[src/rtl/snes_pad_tx.sv]
// SNES pad emulator: drives the pad data line from the console's latch/clock,
// behaving like a 4021-style parallel-load shift register fed by a one-deep frame buffer.
module snes_pad_tx #(
  parameter int unsigned SYNC_STAGES = 2,
  parameter int unsigned FILTER_LEN  = 4,
  parameter int unsigned NUM_BITS    = 16,
  parameter logic        FILL_LEVEL  = 1'b0,
  parameter logic [15:0] TIMEOUT     = 16'd4095
) (
  input  logic        CLK_i,
  input  logic        NRST_i,
  input  logic        CTRL_LATCH_i,
  input  logic        CTRL_CLK_i,
  output logic        CTRL_SDATA_o,
  input  logic [15:0] pdata_i,
  input  logic        pdata_valid_i,
  output logic        pdata_ready_o,
  output logic        frame_done_o,
  output logic        timeout_o,
  output logic [4:0]  bit_cnt_o
);

  localparam int unsigned DATA_W = 16;
  localparam int unsigned CNT_W  = 5;
  localparam int unsigned TMO_W  = 16;
  localparam int unsigned FCNT_W = (FILTER_LEN > 1) ? $clog2(FILTER_LEN) : 1;

  typedef enum logic [1:0] {S_IDLE, S_LOAD, S_SHIFT, S_DONE} state_t;

  logic [SYNC_STAGES-1:0] lat_sync_q, lat_sync_d, clk_sync_q, clk_sync_d;
  logic [FCNT_W-1:0]      lat_fcnt_q, lat_fcnt_d, clk_fcnt_q, clk_fcnt_d;
  logic                   lat_filt_q, lat_filt_d, clk_filt_q, clk_filt_d;
  logic                   lat_prev_q, clk_prev_q;
  logic                   lat_s, clk_s, lat_rise, lat_fall, clk_rise;

  state_t                 state_q, state_d;
  logic [DATA_W-1:0]      pending_q, pending_d, shift_q, shift_d;
  logic [CNT_W-1:0]       bit_cnt_q, bit_cnt_d;
  logic [TMO_W-1:0]       tmo_cnt_q, tmo_cnt_d;
  logic                   sdata_q, sdata_d, ready_q, ready_d;
  logic                   done_q, done_d, tmo_q, tmo_d;

  assign lat_s    = lat_sync_q[SYNC_STAGES-1];
  assign clk_s    = clk_sync_q[SYNC_STAGES-1];
  assign lat_rise = lat_filt_q & ~lat_prev_q;
  assign lat_fall = ~lat_filt_q & lat_prev_q;
  assign clk_rise = clk_filt_q & ~clk_prev_q;

  // Synchronisers and glitch filters: a level is accepted after FILTER_LEN equal differing samples
  always_comb begin
    lat_sync_d = {lat_sync_q[SYNC_STAGES-2:0], CTRL_LATCH_i};
    clk_sync_d = {clk_sync_q[SYNC_STAGES-2:0], CTRL_CLK_i};
    lat_filt_d = lat_filt_q;
    lat_fcnt_d = '0;
    clk_filt_d = clk_filt_q;
    clk_fcnt_d = '0;
    if (lat_s != lat_filt_q) begin
      if (lat_fcnt_q == FCNT_W'(FILTER_LEN - 1)) lat_filt_d = lat_s;
      else lat_fcnt_d = lat_fcnt_q + FCNT_W'(1);
    end
    if (clk_s != clk_filt_q) begin
      if (clk_fcnt_q == FCNT_W'(FILTER_LEN - 1)) clk_filt_d = clk_s;
      else clk_fcnt_d = clk_fcnt_q + FCNT_W'(1);
    end
  end

  // Frame FSM; latch rise has top priority and restarts from any state
  always_comb begin
    state_d   = state_q;
    shift_d   = shift_q;
    bit_cnt_d = bit_cnt_q;
    sdata_d   = sdata_q;
    tmo_cnt_d = '0;
    done_d    = 1'b0;
    tmo_d     = 1'b0;
    pending_d = (pdata_valid_i && ready_q) ? pdata_i : pending_q;
    if (lat_rise) begin
      state_d   = S_LOAD;
      shift_d   = pending_d;
      bit_cnt_d = '0;
      sdata_d   = ~pending_d[0];
    end else begin
      unique case (state_q)
        S_IDLE: sdata_d = 1'b1;
        S_LOAD: begin
          shift_d   = pending_q;
          bit_cnt_d = '0;
          sdata_d   = ~pending_q[0];
          if (lat_fall) state_d = S_SHIFT;
        end
        S_SHIFT: begin
          if (clk_rise) begin
            shift_d   = shift_q >> 1;
            bit_cnt_d = bit_cnt_q + CNT_W'(1);
            if (bit_cnt_d == CNT_W'(NUM_BITS)) begin
              state_d = S_DONE;
              done_d  = 1'b1;
              sdata_d = FILL_LEVEL;
            end else begin
              sdata_d = ~shift_d[0];
            end
          end else begin
            tmo_cnt_d = (tmo_cnt_q == '1) ? tmo_cnt_q : tmo_cnt_q + TMO_W'(1);
            if (tmo_cnt_d >= TIMEOUT) begin
              state_d   = S_IDLE;
              tmo_d     = 1'b1;
              bit_cnt_d = '0;
              sdata_d   = 1'b1;
              tmo_cnt_d = '0;
            end
          end
        end
        S_DONE: sdata_d = FILL_LEVEL;
        default: state_d = S_IDLE;
      endcase
    end
    ready_d = (state_d != S_LOAD);
  end

  always_ff @(posedge CLK_i) begin
    if (!NRST_i) begin
      lat_sync_q <= '0;
      clk_sync_q <= '1;
      lat_fcnt_q <= '0;
      clk_fcnt_q <= '0;
      lat_filt_q <= 1'b0;
      clk_filt_q <= 1'b1;
      lat_prev_q <= 1'b0;
      clk_prev_q <= 1'b1;
      state_q    <= S_IDLE;
      pending_q  <= '0;
      shift_q    <= '0;
      bit_cnt_q  <= '0;
      tmo_cnt_q  <= '0;
      sdata_q    <= 1'b1;
      ready_q    <= 1'b0;
      done_q     <= 1'b0;
      tmo_q      <= 1'b0;
    end else begin
      lat_sync_q <= lat_sync_d;
      clk_sync_q <= clk_sync_d;
      lat_fcnt_q <= lat_fcnt_d;
      clk_fcnt_q <= clk_fcnt_d;
      lat_filt_q <= lat_filt_d;
      clk_filt_q <= clk_filt_d;
      lat_prev_q <= lat_filt_q;
      clk_prev_q <= clk_filt_q;
      state_q    <= state_d;
      pending_q  <= pending_d;
      shift_q    <= shift_d;
      bit_cnt_q  <= bit_cnt_d;
      tmo_cnt_q  <= tmo_cnt_d;
      sdata_q    <= sdata_d;
      ready_q    <= ready_d;
      done_q     <= done_d;
      tmo_q      <= tmo_d;
    end
  end

  assign CTRL_SDATA_o  = sdata_q;
  assign pdata_ready_o = ready_q;
  assign frame_done_o  = done_q;
  assign timeout_o     = tmo_q;
  assign bit_cnt_o     = bit_cnt_q;

endmodule

[config.mk]
export PLATFORM = sky130hd
export DESIGN_NAME = snes_pad_tx
export DESIGN_NICKNAME = d
export VERILOG_FILES = /design/src/rtl/snes_pad_tx.sv
export SDC_FILE = /design/constraint.sdc
export NUM_CORES = 1
export LEC_CHECK = 0
export CORE_MARGIN = 4
export CORE_UTILIZATION = 35
export CTS_BUF_LIST = sky130_fd_sc_hd__clkbuf_4 sky130_fd_sc_hd__clkbuf_8 sky130_fd_sc_hd__clkbuf_16
export DETAILED_ROUTE_END_ITERATION = 10
export PLACE_DENSITY = 0.52
export SLEW_MARGIN = 20
export SYNTH_ARGS = -nofsm -noshare
export SYNTH_HDL_FRONTEND = slang
export SYNTH_SLANG_ARGS = --single-unit
[constraint.sdc]
create_clock -name CLK_i -period 3 [get_ports CLK_i]
set_clock_uncertainty 0.1 [all_clocks]
set_input_delay 0.9 -clock CLK_i [delete_from_list [all_inputs] [get_ports CLK_i]]
set_output_delay 0.9 -clock CLK_i [all_outputs]
set_load 0.01 [all_outputs]
Word level (Yosys, flattened, before mapping)
Cells that the tools add are included.
Widths: inputs -> output; s select.
{ "op_classes": {"n_addsub": 4, "magnitude_cmp": 1, "eq_ne": 13, "n_mux": 21, "n_bitwise": 14, "reduce_logical": 14} }
{ "op_table": {"columns": ["operator", "count"], "rows": [
  ["$mux 16", 4],
  ["$pmux 16 s2", 1],
  ["$add 16x1->16 const B", 1],
  ["$eq 16x16->1 const B", 1],
  ["$ge 16x12->1 const B", 1],
  ["$not 1->1", 11],
  ["$mux 2", 5],
  ["$mux 5", 2],
  ["$pmux 5 s2", 1],
  ["$eq 2x2->1 const B", 4],
  ["$reduce_and 2->1", 4],
  ["$reduce_or 4->1", 2],
  ["$mux 1", 6],
  ["$ne 3x3->1 const B", 2],
  ["$reduce_or 3->1", 2],
  ["$add 5x1->5 const B", 1],
  ["$eq 5x5->1 const B", 1],
  ["$reduce_or 5->1", 1],
  ["$add 2x1->2 const B", 2],
  ["$ne 4x4->1 const B", 1],
  ["$pmux 1 s4", 1],
  ["$pmux 2 s2", 1],
  ["$and 1x1->1", 3],
  ["$reduce_bool 3->1", 1],
  ["7 further kinds", 8]
]} }
{ "totals": {"register_bits": 71, "input_bits": 21} }

Longest topological paths before layout
{ "depth": {"depth_word": 8, "mapped_depth": 10, "ltp_nobuf": 8} }

Worst setup path before layout
No wires, ideal clock.
{ "synth_timing": {"path_kind": "in2reg", "startpoint": "in pdata_valid_i", "endpoint": "reg shift_q[14]", "arrival_ns": 2.155, "t_required_ns": 2.785, "setup_slack_ns": 0.630, "stages": 6, "n_path_buf": 2, "cell_sequence": "clkbuf_1 nand2_1 clkbuf_1 mux2i_1 nor2_1 o21a_1"} }
{ "synth_via": {"elab_chain_cells": 3} }
{ "synth_rtl": {"columns": ["item", "line_no", "source"], "rows": [
  ["from (decl)", "16", "input logic pdata_valid_i,"],
  ["$logic_and 1x1->1", "76", "pending_d = (pdata_valid_i && ready_q) ? pdata_i : pending_q;"],
  ["$mux 16", "76", null],
  ["$mux 16", "77", "if (lat_rise) begin"],
  ["to (signal assigned)", "150", "shift_q <= shift_d;"],
  ["to (decl)", "37", "logic [DATA_W-1:0] pending_q, pending_d, shift_q, shift_d;"]
]} }
No other way between the ends.
A chain may end at the register's enable or synchronous reset.

Worst setup path in the final report
{ "layout_timing": {"startpoint": "reg tmo_cnt_q[0]", "endpoint": "reg ready_q, in the netlist pdata_ready_o"} }
{ "layout_via": {"elab_chain_cells": 8, "elab_cells_between_ends": 9, "classes_between": "add/sub: 1; order compare: 1; eq/ne: 2; mux: 5"} }
{ "layout_rtl": {"columns": ["item", "line_no", "source"], "rows": [
  ["from (decl)", "39", "logic [TMO_W-1:0] tmo_cnt_q, tmo_cnt_d;"],
  ["from (signal assigned)", "152", "tmo_cnt_q <= tmo_cnt_d;"],
  ["$add 16x1->16 or $eq 16x16->1 (tied branches)", "103", "tmo_cnt_d = (tmo_cnt_q == '1) ? tmo_cnt_q : tmo_cnt_q + TMO_W'(1);"],
  ["$mux 16 (*)", "103", null],
  ["$ge 16x12->1 (*)", "104", "if (tmo_cnt_d >= TIMEOUT) begin"],
  ["$mux 2 (*)", "104", null],
  ["$mux 2 (*)", "92", "if (clk_rise) begin"],
  ["$pmux 2 s2 (*)", "83", "unique case (state_q)"],
  ["$mux 2 (*)", "77", null],
  ["$ne 2x1->1 (*)", "117", "ready_d = (state_d != S_LOAD);"],
  ["to (signal assigned)", "154", "ready_q <= ready_d;"],
  ["to (decl)", "40", "logic sdata_q, sdata_d, ready_q, ready_d;"]
]} }
Mark *: on every way between the ends. The rest lies on a longest branch, timed or not.

==> flow_summary.ini <==
[sta]
setup_tns_ns = 0
fin_crit_sh_pct = 89.8
finalHoldViolCount = 0
rsz0062_at_grt = no
min_period_ns = 2.69
setup_viol = 0
relSlewSlack_pct = 55.1
tightest_slew_ns = 0.672
fmax_ghz = 0.371
drv_slew = 0
fin_ws_ns = 0.306

[finish]
diodes = 0
fillers = 903
fin_util_pct = 43.1
syn_to_final_growth_pct = 20.0
layout-drive-gt1-share_pct = 10.5
fin_area_mm2 = 0.00398
fin_nets = 432

[logic_synthesis]
synth-seq-cells = 70
synth_edf_count = 0
netlist.area_leader.share_pct = 42.2
yosys.area.top_type = dfxtp_1
synth_cells = 373
synthArstFlopShare_pct = 0
synth_flop_cell = dfxtp_1
synth.avg_cell_area_um2 = 8.90
synth-seq-area-share_pct = 42.2
ys_types = 59
synthTopCellsByCount = dfxtp_1, nand2_1, nor2_1
synth_warnings = 0
synth_area_mm2 = 0.00332
synthMostInstantiatedCell = dfxtp_1
synth_area_leaders = dfxtp_1, mux2i_1, nand2_1

[drt]
avgViaCountPerCell = 4.98
drt-initial-drc-count = 89
firstDrtPassIters = 4
ant_nets = 0
routed_wl_mm = 7.11
vias = 2681
wl_per_cell_um = 13.2
post-route-drc-count = 0

[place]
dpl.hpwl_mm = 4.96
dpl_worst_slack_ns = 0.242
placed_cell_area_mm2 = 0.00375
finalWeightedCongestion = 0.774
io_buffers = 29

[cts]
cts_tree = yes
cts.sinks = 70
cts-root-buf = clkbuf_8
path_clk_slew_ns = 0.07
cts.htree.levels = 3
clock_latency_ns = 0.34
cts_hold_buf = 0
ctsResizeCount = 0
clock_path_buffers = 2
cts_buffers = 9
post-cts-setup-buffers = 0

[power_and_ir_drop]
p_leak_nw = 1.41
combPwrFrac_pct = 4.6
p_total_w = 0.00191
p_int_w = 0.00151
power.density_mw_per_mm2 = 480
power_frac_seq_pct = 49.9
sw_frac_of_total_pct = 21.1
power.share.clock_pct = 45.5
p_switching_w = 0.000404
peakVddDrop_mv = 0.298

[hold_path]
hp-class = flop to flop
hp-start = clk_sync_q[0]$_SDFF_PN1_

[critical_path]
critPathBufInv = 0
critPathCaptureType = flop
start_kind = flop
slowest_delay_ns = 0.45
path_cells = ha_1 > and4_1 > a41o_2 > o211ai_1 > a211oi_2 > a31oi_4 > o21ai_0 > o211ai_1
crit_fanout = 10
critical_path_required_ns = 3.10
critical_path.most_common_cell = o211ai_1
critical-path-slowest-cell = dfxtp_1
worstPathArrival_ns = 2.80
crit_family = compound AO/OA/AOI/OAI gates
reg2reg_from = tmo_cnt_q[0]$_SDFF_PP0_
path_class = flop to flop
worstSetupStartpoint = tmo_cnt_q[0]$_SDFF_PP0_

[die]
ioPinCount = 30
die_w_um = 105
initial_core_util_pct = 35.9
core_mm2 = 0.00924
die_h_um = 105
dieArea_mm2 = 0.0111
rows = 35

[flow_run]
maxCapViolCount = 0

[outcome]
status = finished clean

[global_route]
antenna_found_initial = 0
grt_pass1_vias = 2505
grt_max_degree = 42
grt_usage_pct = 13.5
grt_pass1_wl_mm = 12.2
gr-total-overflow = 0
==> state kept, by name, summed over array words and instances, names as in the netlist, 2 cells and up <==
name / flops
pending_q: 16
lat_sync_q: 2
clk_sync_q: 2
bit_cnt_o: 5
clk_fcnt_q: 2
shift_q: 15
lat_fcnt_q: 2
state_q: 2
tmo_cnt_q: 16
==> cells in the final DEF (no fill, tap or decap), types with 2 or more instances in the layout <==
cell type        count
nor2b_1             13
o21ai_0             22
nor4bb_1             3
and3_1               2
nand3b_1             2
nor4_1               4
and2_1               4
nor3b_1              2
nand4_1              3
mux2i_1             20
nand2_1             40
o211ai_1             2
and4_2               2
o22ai_1              5
o2bb2ai_1            7
buf_4               12
inv_1                6
dfxtp_1             70
nor3_1               7
bufinv_16            2
clkdlybuf4s50_1     29
a21boi_0             8
o21a_1               9
ha_1                 7
conb_1               4
a21oi_1             12
nand2b_1             5
xnor2_1              5
xor2_1               2
nor2_1              30
nand3_1             26
nor4b_1              3
o31a_1               2
clkbuf_8            11
nand4b_1             3
==> cell families after synthesis <==
kind of cell             synth area share (%)
flip-flops                               42.2
XOR/XNOR                                 1.85
AO/OA/AOI/OAI                            16.1
adder cells (fa/ha/maj)                  2.64
other                                   0.113
multiplexers                             6.03
AND/OR/NAND/NOR                          26.6
buffers and inverters                    4.37
==> metrics by stage <==
| step | hold WS [ns] | instances |
|---|---|---|
| 6_report | 0.310 | 538 |
| 3_3_place_gp | 0.293 | 522 |
| 2_1_floorplan | 0.286 | 376 |
| 4_1_cts | 0.317 | 538 |
| 3_5_place_dp | 0.296 | 522 |
| 5_1_grt | 0.341 | 538 |
==> final timing paths <==
| check | slack (ns) | to | depth (start not counted) |
|---|---|---|---|
| hold / removal | 0.31 | clk_sync_q[1]$_SDFF_PN1_ | 1 |
| hold reg to reg | 0.31 | clk_sync_q[1]$_SDFF_PN1_ | 1 |
| setup reg to reg | 0.31 | pdata_ready_o$_SDFF_PN0_ | 8 |
| setup / recovery | 0.31 | pdata_ready_o$_SDFF_PN0_ | 8 |
==> worst register-to-register path: cells and delay by family (launching register included) <==
family,cells,cell delay [ns]
adders and majority gates,1,0.40
and+or+nand+nor,1,0.35
AOI/OAI and AO/OA,6,1.27
DFF,1,0.45
==> routing by layer <==
metal,vias up,part of all wire (%),GRT usage (%)
li1,1388,-,-
met1,1250,51,18.2
met2,36,44,20.8
met3,7,3.6,3.92
met4,0,1.3,4.22
met5,-,0,0
==> power by group through the flow <==
stage	Clock (W)	Sequential, W	Combinational [W]
3_5_place_dp	0	0.000976	0.0000895
6_report	0.000870	0.000954	0.0000882
3_3_place_gp	0	0.000975	0.0000885
4_1_cts	0.000903	0.000954	0.0000898
2_1_floorplan	0	0.000974	0.0000451
5_1_grt	0.000937	0.000956	0.0000969
==> cell type report <==
type	instances	area (um2)	area share [%]
clock buffer	11	151	3.80
sequential	70	1400	35.2
multi-input combinational	276	1780	44.8
clock inverter	5	81.3	2.04
inverter	6	22.5	0.566
tap	129	161	4.05
timing repair buffer	41	380	9.55
(Power assumes the default switching activity.)
